<file path="src/rtl/link_rx_pkg.sv">
// Shared definitions for the UART receive slice: FSM state encoding and frame constants.
package link_pkg;

   typedef enum logic [2:0] {
      RX_IDLE,
      RX_START,
      RX_DATA,
      RX_STOP,
      RX_BREAK
   } rx_state_t;

   localparam int unsigned UART_BITS            = 8;
   localparam int unsigned CLKS_PER_BIT_DEFAULT = 36;

endpackage

</file>
<file path="src/rtl/link_rx_if.sv">
// CPU-side read bus of the UART receiver: head byte, valid/pop handshake, sticky errors.
interface link_rx_if;

   logic       pop;
   logic       clear;
   logic [7:0] rd_data;
   logic       valid;
   logic       frame_err;
   logic       overrun;

   modport master (
      output pop,
      output clear,
      input  rd_data,
      input  valid,
      input  frame_err,
      input  overrun
   );

   modport slave (
      input  pop,
      input  clear,
      output rd_data,
      output valid,
      output frame_err,
      output overrun
   );

endinterface

</file>
<file path="src/rtl/link_rx_fifo.sv">
// Synchronous receive FIFO with registered head byte; pop is applied before push.
module link_rx_fifo #(
   parameter int unsigned DEPTH = 4,
   parameter int unsigned WIDTH = 8
) (
   input  logic             clock,
   input  logic             reset,
   input  logic             push,
   input  logic [WIDTH-1:0] wr_data,
   input  logic             pop,
   output logic [WIDTH-1:0] rd_data,
   output logic             valid,
   output logic             full,
   output logic             dropped
);

   localparam int unsigned AW = $clog2(DEPTH);

   logic [WIDTH-1:0] mem [DEPTH];
   logic [AW:0]      wr_ptr;
   logic [AW:0]      rd_ptr;
   logic [AW:0]      wr_next;
   logic [AW:0]      rd_next;
   logic             empty;
   logic             do_pop;
   logic             do_push;

   assign empty = (wr_ptr == rd_ptr);
   assign full  = (wr_ptr[AW] != rd_ptr[AW]) && (wr_ptr[AW-1:0] == rd_ptr[AW-1:0]);
   assign valid = ~empty;

   always_comb begin
      do_pop  = pop & ~empty;
      do_push = push & (~full | do_pop);
      dropped = push & full & ~do_pop;
      rd_next = rd_ptr + {{AW{1'b0}}, do_pop};
      wr_next = wr_ptr + {{AW{1'b0}}, do_push};
   end

   // Head register: bypass the incoming byte when it lands in the slot that becomes head.
   always_ff @(posedge clock or posedge reset) begin
      if (reset) begin
         wr_ptr  <= '0;
         rd_ptr  <= '0;
         rd_data <= '0;
      end else begin
         wr_ptr <= wr_next;
         rd_ptr <= rd_next;
         if (do_push && (wr_ptr == rd_next)) begin
            rd_data <= wr_data;
         end else if (do_pop && (wr_ptr != rd_next)) begin
            rd_data <= mem[rd_next[AW-1:0]];
         end
      end
   end

   always_ff @(posedge clock) begin
      if (do_push) begin
         mem[wr_ptr[AW-1:0]] <= wr_data;
      end
   end

endmodule

</file>
<file path="src/rtl/link_rx.sv">
// 8N1 UART receiver: 2-flop synchroniser, baud-timed FSM, receive FIFO, sticky errors.
// Optional LINK_RX_IRQ_EN adds a one-cycle irq pulse on push or error.
module link_rx
   import link_pkg::*;
#(
   parameter int unsigned CLKS_PER_BIT = CLKS_PER_BIT_DEFAULT,
   parameter int unsigned FIFO_DEPTH   = 4
) (
   input  logic       clock,
   input  logic       reset,
   input  logic       rx,
   link_rx_if.slave   bus
`ifdef LINK_RX_IRQ_EN
   ,
   output logic       irq
`endif
);

   localparam int unsigned CW = $clog2(CLKS_PER_BIT);
   localparam int unsigned BW = $clog2(UART_BITS);
   localparam logic [CW-1:0] CNT_HALF = CW'(CLKS_PER_BIT / 2);
   localparam logic [CW-1:0] CNT_LAST = CW'(CLKS_PER_BIT - 1);
   localparam logic [BW-1:0] BIT_LAST = BW'(UART_BITS - 1);

   rx_state_t            state_q, state_d;
   logic [CW-1:0]        cnt_q, cnt_d;
   logic [BW-1:0]        bit_q, bit_d;
   logic [UART_BITS-1:0] shift_q, shift_d;
   logic                 rx_m, rx_s;
   logic                 push;
   logic                 ferr_set;
   logic                 fifo_full;
   logic                 fifo_drop;
   logic                 frame_err_q;
   logic                 overrun_q;

   always_ff @(posedge clock or posedge reset) begin
      if (reset) begin
         rx_m <= 1'b1;
         rx_s <= 1'b1;
      end else begin
         rx_m <= rx;
         rx_s <= rx_m;
      end
   end

   always_ff @(posedge clock or posedge reset) begin
      if (reset) begin
         state_q <= RX_IDLE;
         cnt_q   <= '0;
         bit_q   <= '0;
         shift_q <= '0;
      end else begin
         state_q <= state_d;
         cnt_q   <= cnt_d;
         bit_q   <= bit_d;
         shift_q <= shift_d;
      end
   end

   always_comb begin
      state_d  = state_q;
      cnt_d    = cnt_q + CW'(1);
      bit_d    = bit_q;
      shift_d  = shift_q;
      push     = 1'b0;
      ferr_set = 1'b0;
      case (state_q)
         RX_IDLE: begin
            cnt_d = '0;
            if (!rx_s) state_d = RX_START;
         end
         RX_START: begin
            if (cnt_q == CNT_HALF) begin
               cnt_d = '0;
               if (rx_s) begin
                  state_d = RX_IDLE;
               end else begin
                  state_d = RX_DATA;
                  bit_d   = '0;
               end
            end
         end
         RX_DATA: begin
            if (cnt_q == CNT_LAST) begin
               cnt_d   = '0;
               shift_d = {rx_s, shift_q[UART_BITS-1:1]};
               bit_d   = bit_q + BW'(1);
               if (bit_q == BIT_LAST) state_d = RX_STOP;
            end
         end
         RX_STOP: begin
            if (cnt_q == CNT_LAST) begin
               cnt_d = '0;
               if (rx_s) begin
                  push    = 1'b1;
                  state_d = RX_IDLE;
               end else begin
                  ferr_set = 1'b1;
                  state_d  = RX_BREAK;
               end
            end
         end
         RX_BREAK: begin
            cnt_d = '0;
            if (rx_s) state_d = RX_IDLE;
         end
         default: state_d = RX_IDLE;
      endcase
   end

   link_rx_fifo #(
      .DEPTH (FIFO_DEPTH),
      .WIDTH (UART_BITS)
   ) u_fifo (
      .clock   (clock),
      .reset   (reset),
      .push    (push),
      .wr_data (shift_q),
      .pop     (bus.pop),
      .rd_data (bus.rd_data),
      .valid   (bus.valid),
      .full    (fifo_full),
      .dropped (fifo_drop)
   );

   // A new error outranks a simultaneous clear.
   always_ff @(posedge clock or posedge reset) begin
      if (reset) begin
         frame_err_q <= 1'b0;
         overrun_q   <= 1'b0;
      end else begin
         frame_err_q <= ferr_set  | (frame_err_q & ~bus.clear);
         overrun_q   <= fifo_drop | (overrun_q & ~bus.clear & ~fifo_full) | (overrun_q & ~bus.clear & fifo_full);
      end
   end

   assign bus.frame_err = frame_err_q;
   assign bus.overrun   = overrun_q;

`ifdef LINK_RX_IRQ_EN
   // Every push is either accepted or an overrun, so push alone covers both events.
   always_ff @(posedge clock or posedge reset) begin
      if (reset) begin
         irq <= 1'b0;
      end else begin
         irq <= push | ferr_set;
      end
   end
`endif

endmodule

</file>
<file path="src/flat_wrapper.sv">
// flat-port wrapper written by rule: the top's interface ports become plain ports
module link_rx_flat import link_pkg::*;
#(
   parameter int unsigned CLKS_PER_BIT = CLKS_PER_BIT_DEFAULT,
   parameter int unsigned FIFO_DEPTH   = 4
)
  (clock, reset, rx, bus_pop, bus_clear, bus_rd_data, bus_valid, bus_frame_err, bus_overrun);
  link_rx_if bus_i ();
  input  logic clock;
  input  logic reset;
  input  logic rx;
  input wire logic [$bits(bus_i.pop)-1:0] bus_pop;
  input wire logic [$bits(bus_i.clear)-1:0] bus_clear;
  output wire logic [$bits(bus_i.rd_data)-1:0] bus_rd_data;
  output wire logic [$bits(bus_i.valid)-1:0] bus_valid;
  output wire logic [$bits(bus_i.frame_err)-1:0] bus_frame_err;
  output wire logic [$bits(bus_i.overrun)-1:0] bus_overrun;
  assign bus_i.pop = bus_pop;
  assign bus_i.clear = bus_clear;
  assign bus_rd_data = bus_i.rd_data;
  assign bus_valid = bus_i.valid;
  assign bus_frame_err = bus_i.frame_err;
  assign bus_overrun = bus_i.overrun;
  link_rx #(.CLKS_PER_BIT(CLKS_PER_BIT), .FIFO_DEPTH(FIFO_DEPTH)) u_core (.clock(clock), .reset(reset), .rx(rx), .bus(bus_i));
endmodule
</file>
<file path="config.mk">
export PLATFORM = sky130hd
export DESIGN_NAME = link_rx_flat
export DESIGN_NICKNAME = d
export VERILOG_FILES = /design/src/rtl/link_rx_pkg.sv /design/src/rtl/link_rx_if.sv /design/src/rtl/link_rx_fifo.sv /design/src/rtl/link_rx.sv /design/src/flat_wrapper.sv
export SDC_FILE = /design/constraint.sdc
export NUM_CORES = 1
export LEC_CHECK = 0
export ABC_AREA = 0
export CORE_MARGIN = 1
export CORE_UTILIZATION = 30
export DETAILED_ROUTE_END_ITERATION = 12
export PLACE_DENSITY = 0.5
export SKIP_CTS_REPAIR_TIMING = 1
export SLEW_MARGIN = 20
export SYNTH_ARGS = -nofsm -noshare
export SYNTH_HDL_FRONTEND = slang
export SYNTH_SLANG_ARGS = --single-unit
</file>
<file path="constraint.sdc">
create_clock -name clock -period 8.3 [get_ports clock]
set_input_delay 1.245 -clock clock [delete_from_list [all_inputs] [get_ports clock]]
set_output_delay 1.245 -clock clock [all_outputs]
set_load 0.1 [all_outputs]
</file>
==> results.md, run 1 <==
* Kind of critical path: reg2out
* WHS Path Cells at 0
* GPL Wtd Cong at 0.727
* RSZ-0062 raised after global routing: no
* Dominant cell type by area after synthesis: edfxtp_1
* Vias per inst at 4.63
* GR Overflow Total at 0
* Final net count at 232
* Synth Instances at 200
* Peak supply drop at 0.128 mV
* Full die area at 10600 µm²
* Post-synth cell types at 44
* Hpwl dp at 3.45 mm
* Final ANT Viol Nets at 0
* Via count at 1654
* Slew HR at 35.0%
* Crit. End Element: output pin
* Synth-to-Final Area Change at 15.8%
* Critical path startpoint category: flip-flop
* Setup tns final at 0 ns
* Synth top area share at 31.5%
* Worst Tran Pin Value at 0.972 ns
* Routed WL at 5.15 mm
* EDFF count, synth at 32
* Final Util at 36.0%
* Clock-pin slew of the registers on the worst-case setup and hold paths at 0.08 ns
* LEAKAGE at 1.43 nW
* Max Fanout on Critical Path at 7
* Vert. Die Dim at 103 µm
* Crit path time final at 3.71 ns
* Max-capacitance violation count at 0
* CTS max path bufs at 2
* Clk Tree Root Cell: clkbuf_8
* PwrDens at 348 nW/µm²
* Sequential fraction of the synthesis area at 62.7%
* Fill cells at 979
* Multi-input logic area at 1070 µm²
* Fin crit share at 44.7%
* Initial antenna violation count at 0
* I/O Pins at 16
* Detailed Routing Iterations Pass 1 at 4
* Max Transition Viols Final at 0
* Share of layout cells above drive strength 1 at 21.0%
* Final hold slack at 0.357 ns
* Core ar. at 9820 µm²
* Top post-synthesis cells by area: edfxtp_1 (31%), dfrtp_1 (30%), mux4_2 (5.9%)
* WP data arrival at 2.46 ns
* Hold endpoint: u_core.rx_s$_DFF_PP1_
* Mean Syn Cell Area at 15.3 µm²
* 1st-iter DRT viols at 102
* Port Buf Inserts at 15
* Starting density of the core at 31.1%
* Site Rows at 36
* Register-to-register setup slack at 5.39 ns
* Synth warn at 0
* Register area at 1910 µm²
* First-pass GRT wire length at 8.75 mm
* Hold path start: u_core.rx_m$_DFF_PP1_
* DRC violations left at 0
* Hold Path Class: reg2reg
* Seq cells post-synth at 70
* Die X at 103 µm
* TritonCTS Buffers at 9
* Max Clk Rate at 0.270 GHz
* Run status: completed
* Worst r2r path cells at 9
* Beginning of the worst register-to-register path: u_core.u_fifo.wr_ptr[1]$_DFF_PP0_
* CP Data Required Time at 7.05 ns
* CP Launch Point: u_core.u_fifo.wr_ptr[1]$_DFF_PP0_
* Routed wire length per instance at 14.4 µm
* CTS H-tree depth at 3
* Vias in the first global route at 1645
* Worst-Skew Late Latency at 0.34 ns
* Final Setup Violations at 0
* Clk_skew at 0.0105 ns
* Global Route Usage Sum at 11.4%
* Pin count of the biggest net entering global routing at 39
* Post-synthesis net count at 213
* Synth async-reset ratio at 54.3%
* Count of final hold-check violations at 0
* Placed insts at 341
* Reg-to-reg critical path endpoint: u_core.u_fifo.rd_data[6]$_DFFE_PP0P_
* TritonCTS Sinks at 70
* Ant diodes at 0
* TritonCTS clock tree: built
* Final cell count without fillers at 357
* Netlist Area Pre-Place at 3050 µm²
* Post-synth top flop: dfrtp_1
==> synthesized netlist by cell type, types with 4 or more instances <==
library cell	n
a21o_1	7
a22o_1	7
buf_2	4
dfrtp_1	36
edfxtp_1	32
ha_1	8
inv_1	5
mux2_4	7
mux4_2	8
nand2_1	6
nor2_1	12
xnor2_1	5
xor2_1	7
==> cell type report <==
class                           instances  area share (%)
Tap cell                              133            4.71
Clock buffer                            9            3.50
Clock inverter                          7            2.09
Sequential cell                        70            54.1
Inverter                                5           0.531
Multi-Input combinational cell        115            30.1
Timing Repair Buffer                   18            4.88
==> per-layer routing <==
metal	global-route usage [%]	up-vias	part of all wire, %
li1	-	792	-
met1	15.0	830	50
met2	17.5	26	46
met3	3.05	6	2.9
met4	5.20	0	1.3
met5	0	-	0
==> critical path, cell delays in order (launching register included) <==
cell and delay [ns]:
dfrtp_1 0.50, xor2_1 0.34, or3_1 0.16, clkdlybuf4s50_1 1.12
==> layout by cell type (no fill, tap or decap), types with 3 or more instances in the layout <==
cell	n
nand2_1	6
xnor2_1	5
nor4_1	3
edfxtp_1	32
nor2_1	12
dfrtp_1	36
o21ai_0	3
nand3_1	3
xor2_1	7
clkbuf_8	9
ha_1	8
nand4_1	3
a21o_1	7
nor3_1	3
buf_4	3
mux2_4	7
clkdlybuf4s50_1	15
a22o_1	7
mux4_2	8
inv_1	5
mux2_2	3
==> power breakdown <==
part	internal, mW	switching (mW)	total, mW
Clock	0.140	0.134	0.273
Combinational	0.186	0.308	0.493
Sequential	0.411	0.0515	0.462
Total	0.736	0.493	1.23
==> how the worst max path moves through the flow <==
| stage | slack, ns | to | cells past startpoint |
|---|---|---|---|
| global placement | 4.55 | u_core.u_fifo.rd_data[3]$_DFFE_PP0P_ | 9 |
| CTS | 4.57 | bus_valid | 3 |
| detailed placement | 4.51 | u_core.u_fifo.rd_data[3]$_DFFE_PP0P_ | 9 |
| finish | 4.59 | bus_valid | 3 |
| floorplan | 5.12 | u_core.u_fifo.rd_data[0]$_DFFE_PP0P_ | 10 |
| global route | 4.47 | bus_valid | 3 |
==> per-stage QoR <==
stage / area, µm² / power [mW] / setup slack, ns
floorplan: 3050 / 0.878 / 5.12
global placement: 3340 / 0.971 / 4.55
detailed placement: 3340 / 0.971 / 4.51
CTS: 3540 / 1.25 / 4.57
global route: 3540 / 1.30 / 4.47
finish: 3540 / 1.23 / 4.59
==> logic make-up after synthesis <==
group | Yosys count | synth area share [%]
flip-flops | 70 | 62.7
AND/OR/NAND/NOR | 50 | 10.6
AO/OA/AOI/OAI | 26 | 6.43
multiplexers | 18 | 10.5
buffers and inverters | 15 | 2.38
XOR/XNOR | 13 | 4.18
adder cells (fa/ha/maj) | 8 | 3.28
==> registers in the layout, summed over array words and instances, names as in the netlist <==
signal                 flops
u_core.bit_q               3
u_core.bus.frame_err       1
u_core.bus.overrun         1
u_core.cnt_q               6
u_core.rx_m                1
u_core.rx_s                1
u_core.shift_q             8
u_core.state_q             3
u_core.u_fifo.mem         32
u_core.u_fifo.rd_data      8
u_core.u_fifo.rd_ptr       3
u_core.u_fifo.wr_ptr       3
Note: power is estimated with default switching activity, not from simulation.
==> run 2, diff against run 1 <==
--- a/config.mk
+++ b/config.mk
@@ -9,7 +9,7 @@
 export CORE_MARGIN = 1
 export CORE_UTILIZATION = 30
 export DETAILED_ROUTE_END_ITERATION = 12
-export PLACE_DENSITY = 0.5
+export PLACE_DENSITY = 0.51
 export SKIP_CTS_REPAIR_TIMING = 1
 export SLEW_MARGIN = 20
 export SYNTH_ARGS = -nofsm -noshare
==> constraint.sdc (replaced) <==
create_clock -name clock -period 3.2 [get_ports clock]
set_input_delay 0.48 -clock clock [delete_from_list [all_inputs] [get_ports clock]]
set_output_delay 0.48 -clock clock [all_outputs]
set_load 0.1 [all_outputs]
==> results.md, run 2 (synthesis gave the netlist of run 1 again) <==
* Ant diodes at 0 (unchanged)
* Synth-to-Final Area Change at 16.3% (was 15.8%)
* Final ANT Viol Nets at 0 (unchanged)
* Pint at 1.92 mW (was 736 µW)
* Share of layout cells above drive strength 1 at 25.0% (was 21.0%)
* Met2 usage at 17.0% (was 17.5%)
* Max-capacitance violation count at 0 (unchanged)
* Run status: completed (unchanged)
* Site Rows at 36 (unchanged)
* Sw Ratio at 40.2% (was 40.1%)
* Power, Total at 3.21 mW (was 1.23 mW)
* Sequential share of power at 37.5% (was 37.6%)
* Clock share of power at 22.0% (was 22.2%)
* I/O Pins at 16 (unchanged)
* Register-to-register setup slack at 0.56 ns (was 5.39 ns)
* GR Overflow Total at 0 (unchanged)
* Final Util at 36.2% (was 36.0%)
* Hpwl dp at 3.40 mm (was 3.45 mm)
* Final Setup Violations at 0 (unchanged)
* Vias in the first global route at 1666 (was 1645)
* Slew HR at 35.6% (was 35.0%)
* Via count at 1626 (was 1654)
* Final net count at 236 (was 232)
* Top Usage Layer GRT: met2 (unchanged)
* Final cell count without fillers at 361 (was 357)
* Setup tns final at 0 ns (unchanged)
* Full die area at 10600 µm² (unchanged)
* Routed wire length per instance at 14.4 µm (about the same)
* WP data arrival at 2.88 ns (was 2.46 ns)
* Hold Path Class: reg2reg (unchanged)
* Max Fanout on Critical Path at 10 (was 7)
* Crit path time final at 2.64 ns
* CP Data Required Time at 3.44 ns (was 7.05 ns)
* GR Util met3 at 4.07% (was 3.05%)
* Max Clk Rate at 0.379 GHz
* Vert. Die Dim at 103 µm (unchanged)
* Count of final hold-check violations at 0 (unchanged)
* GPL Wtd Cong at 0.702 (was 0.727)
* LEAKAGE at 1.45 nW (was 1.43 nW)
* Initial antenna violation count at 0 (unchanged)
* Core ar. at 9820 µm² (unchanged)
* Global Route Usage Sum at 11.5% (was 11.4%)
* 1st-iter DRT viols at 56 (was 102)
* Peak supply drop at 0.393 mV (was 0.128 mV)
* TritonCTS Buffers at 9 (unchanged)
* CTS max path bufs at 2 (unchanged)
* Placed insts at 345 (was 341)
* Sw Pwr at 1.29 mW (was 493 µW)
* Detailed Routing Iterations Pass 1 at 4 (unchanged)
* Worst Tran Pin Value at 0.963 ns (was 0.972 ns)
* PwrDens at 905 nW/µm² (was 348 nW/µm²)
* Port Buf Inserts at 15 (unchanged)
* RSZ-0062 raised after global routing: no (unchanged)
* Kind of critical path: reg2reg (was reg2out)
* Fin crit share at 82.5%
* DRC violations left at 0 (unchanged)
* TritonCTS Sinks at 70 (unchanged)
* TritonCTS clock tree: built (unchanged)
* Routed WL at 5.18 mm (was 5.15 mm)
* GRT met1 Usage at 15.0% (about the same)
* First-pass GRT wire length at 8.71 mm (was 8.75 mm)
* Die X at 103 µm (unchanged)
* Max reg flops at 32 (unchanged)
* Crit. End Element: flip-flop (was output pin)
* Commonest non-fill, non-tap cell in the layout: dfrtp_1 (unchanged)
* Part of the power in combinational logic at 40.5% (was 40.2%)
* Critical path startpoint category: flip-flop (unchanged)
* Vias per inst at 4.50 (was 4.63)
* Clk Tree Root Cell: clkbuf_8 (unchanged)
* Commonest non-fill, non-tap cells in the layout: dfrtp_1 (36), edfxtp_1 (32), buf_4 (13), nor2_1 (12) (was dfrtp_1 (36), edfxtp_1 (32), clkdlybuf4s50_1 (15), nor2_1 (12), clkbuf_8 (9))
* Pin count of the biggest net entering global routing at 39 (unchanged)
* Clock-pin slew of the registers on the worst-case setup and hold paths at 0.08 ns (about the same)
* Clk_skew at 0.0122 ns (was 0.0105 ns)
* Starting density of the core at 31.1% (unchanged)
* Worst-Skew Late Latency at 0.34 ns (about the same)
* Max Transition Viols Final at 0 (unchanged)
* CTS H-tree depth at 3 (unchanged)
## run 2: cell types whose count changed in the layout (fill, tap and decap cells not counted), sizes merged
cell,change
buf,+10
clkdlybuf4s50,-6
## run 2: per-stage QoR
stage,hold slack (ns),instance area [µm²],setup slack (ns)
detailed placement,0.350,3350,0.471
floorplan,0.345,3050,0.433
finish,0.359,3550,0.561
global route,0.362,3550,0.358
global placement,0.346,3350,0.501
CTS,0.360,3550,0.537
## run 2: worst max-delay path, cell delays in order (launching register included)
cell,delay (ns)
dfrtp_1,0.48
xor2_1,0.22
o31a_1,0.32
ha_1,0.18
ha_1,0.31
xnor2_1,0.17
nand3_2,0.15
and2_1,0.30
a22o_1,0.25
a21o_1,0.15
## run 2: area by class of cell
| type | instances | area [µm²] |
|---|---|---|
| clock buffers | 9 | 124 |
| clock inverters | 7 | 73.8 |
| fillers | 974 | 6270 |
| inverters | 5 | 18.8 |
| multi-input cells | 115 | 1070 |
| flip-flops and latches | 70 | 1910 |
| well taps | 133 | 166 |
| repair buffers | 22 | 188 |
## run 2: path summary, 6_finish.rpt
path                                                         from                                    to  depth (start not counted)
worst max-delay path            u_core.u_fifo.wr_ptr[1]$_DFF_PP0_  u_core.u_fifo.rd_data[6]$_DFFE_PP0P_                          9
worst min-delay path                        u_core.rx_m$_DFF_PP1_                 u_core.rx_s$_DFF_PP1_                          0
worst max register to register  u_core.u_fifo.wr_ptr[1]$_DFF_PP0_  u_core.u_fifo.rd_data[6]$_DFFE_PP0P_                          9
worst min register to register              u_core.rx_m$_DFF_PP1_                 u_core.rx_s$_DFF_PP1_                          0
max in group asynchronous                                   reset                 u_core.rx_m$_DFF_PP1_                          3
min in group asynchronous                                   reset     u_core.u_fifo.wr_ptr[1]$_DFF_PP0_                          3
## run 2: per-layer routing
metal | up-vias | share of wire, % | wire length, µm
li1 | 797 | - | -
met1 | 800 | 50 | 2590
met2 | 23 | 46 | 2390
met3 | 6 | 2.5 | 129
met4 | 0 | 1.5 | 79
met5 | - | 0 | 0
## run 2: power by group through the flow
stage / clock, mW / sequential [mW] / combinational, mW
after floorplan: 0 / 1.53 / 0.752
after global placement: 0 / 1.22 / 1.32
after detailed placement: 0 / 1.22 / 1.32
after CTS: 0.731 / 1.21 / 1.32
after global routing: 0.776 / 1.23 / 1.42
final: 0.707 / 1.21 / 1.30
==> run 3, diff against run 2 <==
==> constraint.sdc (replaced) <==
create_clock -name clock -period 2.4 [get_ports clock]
set_input_delay 0.36 -clock clock [delete_from_list [all_inputs] [get_ports clock]]
set_output_delay 0.36 -clock clock [all_outputs]
set_load 0.1 [all_outputs]
==> results.md, run 3 (synthesis gave the netlist of run 1 again) <==
* Run status: completed (unchanged)
* LEAKAGE at 1.57 nW (was 1.45 nW)
* CTS H-tree depth at 3 (unchanged)
* Via count at 1691 (was 1626)
* Clock share of power at 20.9% (was 22.0%)
* Vias in the first global route at 1731 (was 1666)
* I/O Pins at 16 (unchanged)
* Part of the power in combinational logic at 45.2% (was 40.5%)
* Critical path startpoint category: flip-flop (unchanged)
* Die X at 103 µm (unchanged)
* Pin count of the biggest net entering global routing at 39 (unchanged)
* Starting density of the core at 31.1% (unchanged)
* Hold Path Class: reg2reg (unchanged)
* TritonCTS clock tree: built (unchanged)
* PwrDens at 1230 nW/µm² (was 905 nW/µm²)
* Hpwl dp at 3.60 mm (was 3.40 mm)
* Core ar. at 9820 µm² (unchanged)
* GR Overflow Total at 0 (unchanged)
* Setup tns final at 0 ns (unchanged)
* Initial antenna violation count at 0 (unchanged)
* Worst Tran Pin Value at 0.684 ns (was 0.963 ns)
* Count of final hold-check violations at 0 (unchanged)
* TritonCTS Buffers at 9 (unchanged)
* Sw Pwr at 1.84 mW (was 1.29 mW)
* Routed wire length per instance at 14.2 µm (was 14.4 µm)
* Crit path time final at 2.34 ns (was 2.64 ns)
* Pint at 2.82 mW (was 1.92 mW)
* Full die area at 10600 µm² (unchanged)
* Final hold slack at 0.358 ns (was 0.359 ns)
* Setup ws final at 0.0564 ns (was 0.561 ns)
* DRC violations left at 0 (unchanged)
* Final Util at 38.5% (was 36.2%)
* Sw Ratio at 39.6% (was 40.2%)
* RSZ-0062 raised after global routing: yes (was no)
* Port Buf Inserts at 15 (unchanged)
* Final net count at 254 (was 236)
* Commonest non-fill, non-tap cells in the layout: dfrtp_1 (34), buf_4 (33), edfxtp_1 (32), nor2_1 (12), clkbuf_8 (9) (was dfrtp_1 (36), edfxtp_1 (32), buf_4 (13), nor2_1 (12))
* Final Setup Violations at 0 (unchanged)
* Routed WL at 5.37 mm (was 5.18 mm)
* CP max-delay cell: dfrtp_1 (unchanged)
* WHS Path Cells at 0 (unchanged)
* Clk_skew at 0.0136 ns (was 0.0122 ns)
* Worst-Skew Late Latency at 0.35 ns (was 0.34 ns)
* Clk Tree Root Cell: clkbuf_8 (unchanged)
* WP data arrival at 2.60 ns (was 2.88 ns)
* Site Rows at 36 (unchanged)
* Clock-pin slew of the registers on the worst-case setup and hold paths at 0.09 ns (was 0.08 ns)
* Crit. End Element: flip-flop (unchanged)
* First-pass GRT wire length at 8.91 mm (was 8.71 mm)
* Kind of critical path: reg2reg (unchanged)
* Crit-path most repeated cell: ha_4 (was ha_1)
* Fin crit share at 97.7% (was 82.5%)
* CTS max path bufs at 2 (unchanged)
* Max Clk Rate at 0.427 GHz (was 0.379 GHz)
* 1st-iter DRT viols at 65 (was 56)
* Global Route Usage Sum at 11.5% (about the same)
* TritonCTS Sinks at 70 (unchanged)
* Crit path cell chain: xor2_2 > o31a_1 > ha_4 > ha_4 > xnor2_2 > nand3_4 > and2_2 > a22o_1 > a21o_1 (was xor2_1 > o31a_1 > ha_1 > ha_1 > xnor2_1 > nand3_2 > and2_1 > a22o_1 > a21o_1)
* Vert. Die Dim at 103 µm (unchanged)
* Max Transition Viols Final at 0 (unchanged)
* Max Fanout on Critical Path at 5 (was 10)
* Sequential share of power at 34.0% (was 37.5%)
* Peak supply drop at 0.547 mV (was 0.393 mV)
* Max reg flops at 32 (unchanged)
* Worst r2r path cells at 9 (unchanged)
* GPL Wtd Cong at 0.781 (was 0.702)
* Vias per inst at 4.46 (was 4.50)
* Ant diodes at 0 (unchanged)
* Detailed Routing Iterations Pass 1 at 4 (unchanged)
* DP Worst Slack at -0.102 ns (was 0.471 ns)
* Share of layout cells above drive strength 1 at 36.6% (was 25.0%)
* Commonest non-fill, non-tap cell in the layout: dfrtp_1 (unchanged)
* Max incr delay on CP at 0.41 ns (was 0.48 ns)
* CP Data Required Time at 2.65 ns (was 3.44 ns)
* Max-capacitance violation count at 0 (unchanged)
* Final ANT Viol Nets at 0 (unchanged)
* Synth-to-Final Area Change at 23.9% (was 16.3%)
* Slew HR at 54.0% (was 35.6%)
run 3: changes by cell type in the layout (fill, tap and decap cells not counted), sizes merged:
cell,previous run,this run
inv,6,7
buf,13,34
clkdlybuf4s50,9,4
clkbuf,9,10
and2,2,3
clkinvlp,1,2
clkinv,4,2
run 3: final cells by class:
class / instances / area, µm²
Clock inverter: 7 / 80.1
Multi-Input combinational cell: 116 / 1140
Fill cell: 947 / 6040
Clock buffer: 9 / 124
Tap cell: 133 / 166
Inverter: 5 / 18.8
Sequential cell: 70 / 1920
Timing Repair Buffer: 39 / 333
run 3: worst max-delay path: cells and delay by family (launching register included):
kind / cells / cell delay, ns
XOR/XNOR: 2 / 0.38
flip-flops: 1 / 0.41
AND/OR/NAND/NOR: 2 / 0.37
adder cells (fa/ha/maj): 2 / 0.42
AO/OA/AOI/OAI: 3 / 0.67
run 3: power groups by stage:
stage / registers [mW] / logic, mW / clock network, mW
final: 1.58 / 2.10 / 0.972
after global routing: 1.61 / 2.26 / 1.05
after CTS: 1.58 / 1.95 / 1.01
after detailed placement: 1.60 / 1.94 / 0
after global placement: 1.60 / 1.93 / 0
after floorplan: 2.05 / 1.10 / 0
run 3: metal layers:
metal	vias to the layer above	share of wire, %	track usage, %
li1	839	-	-
met1	818	48	15.5
met2	23	47	16.6
met3	11	2.3	2.85
met4	0	2.4	7.15
met5	-	0	0
run 3: final timing paths:
| path | slack [ns] | end | start |
|---|---|---|---|
| max | 0.06 | u_core.u_fifo.rd_data[0]$_DFFE_PP0P_ | u_core.u_fifo.rd_ptr[1]$_DFF_PP0_ |
| min | 0.36 | u_core.rx_s$_DFF_PP1_ | u_core.rx_m$_DFF_PP1_ |
| max reg2reg | 0.06 | u_core.u_fifo.rd_data[0]$_DFFE_PP0P_ | u_core.u_fifo.rd_ptr[1]$_DFF_PP0_ |
| min reg2reg | 0.36 | u_core.rx_s$_DFF_PP1_ | u_core.rx_m$_DFF_PP1_ |
| max in group asynchronous | 1.61 | u_core.rx_s$_DFF_PP1_ | reset |
| min in group asynchronous | 0.43 | u_core.u_fifo.rd_data[0]$_DFFE_PP0P_ | reset |
run 3: metrics by stage:
stage | cells | total power, mW | instance area [µm²]
3_5_place_dp | 358 | 3.55 | 3490
2_1_floorplan | 200 | 3.14 | 3120
4_1_cts | 374 | 4.53 | 3700
3_3_place_gp | 358 | 3.53 | 3490
5_1_grt | 379 | 4.92 | 3780
6_report | 379 | 4.66 | 3780
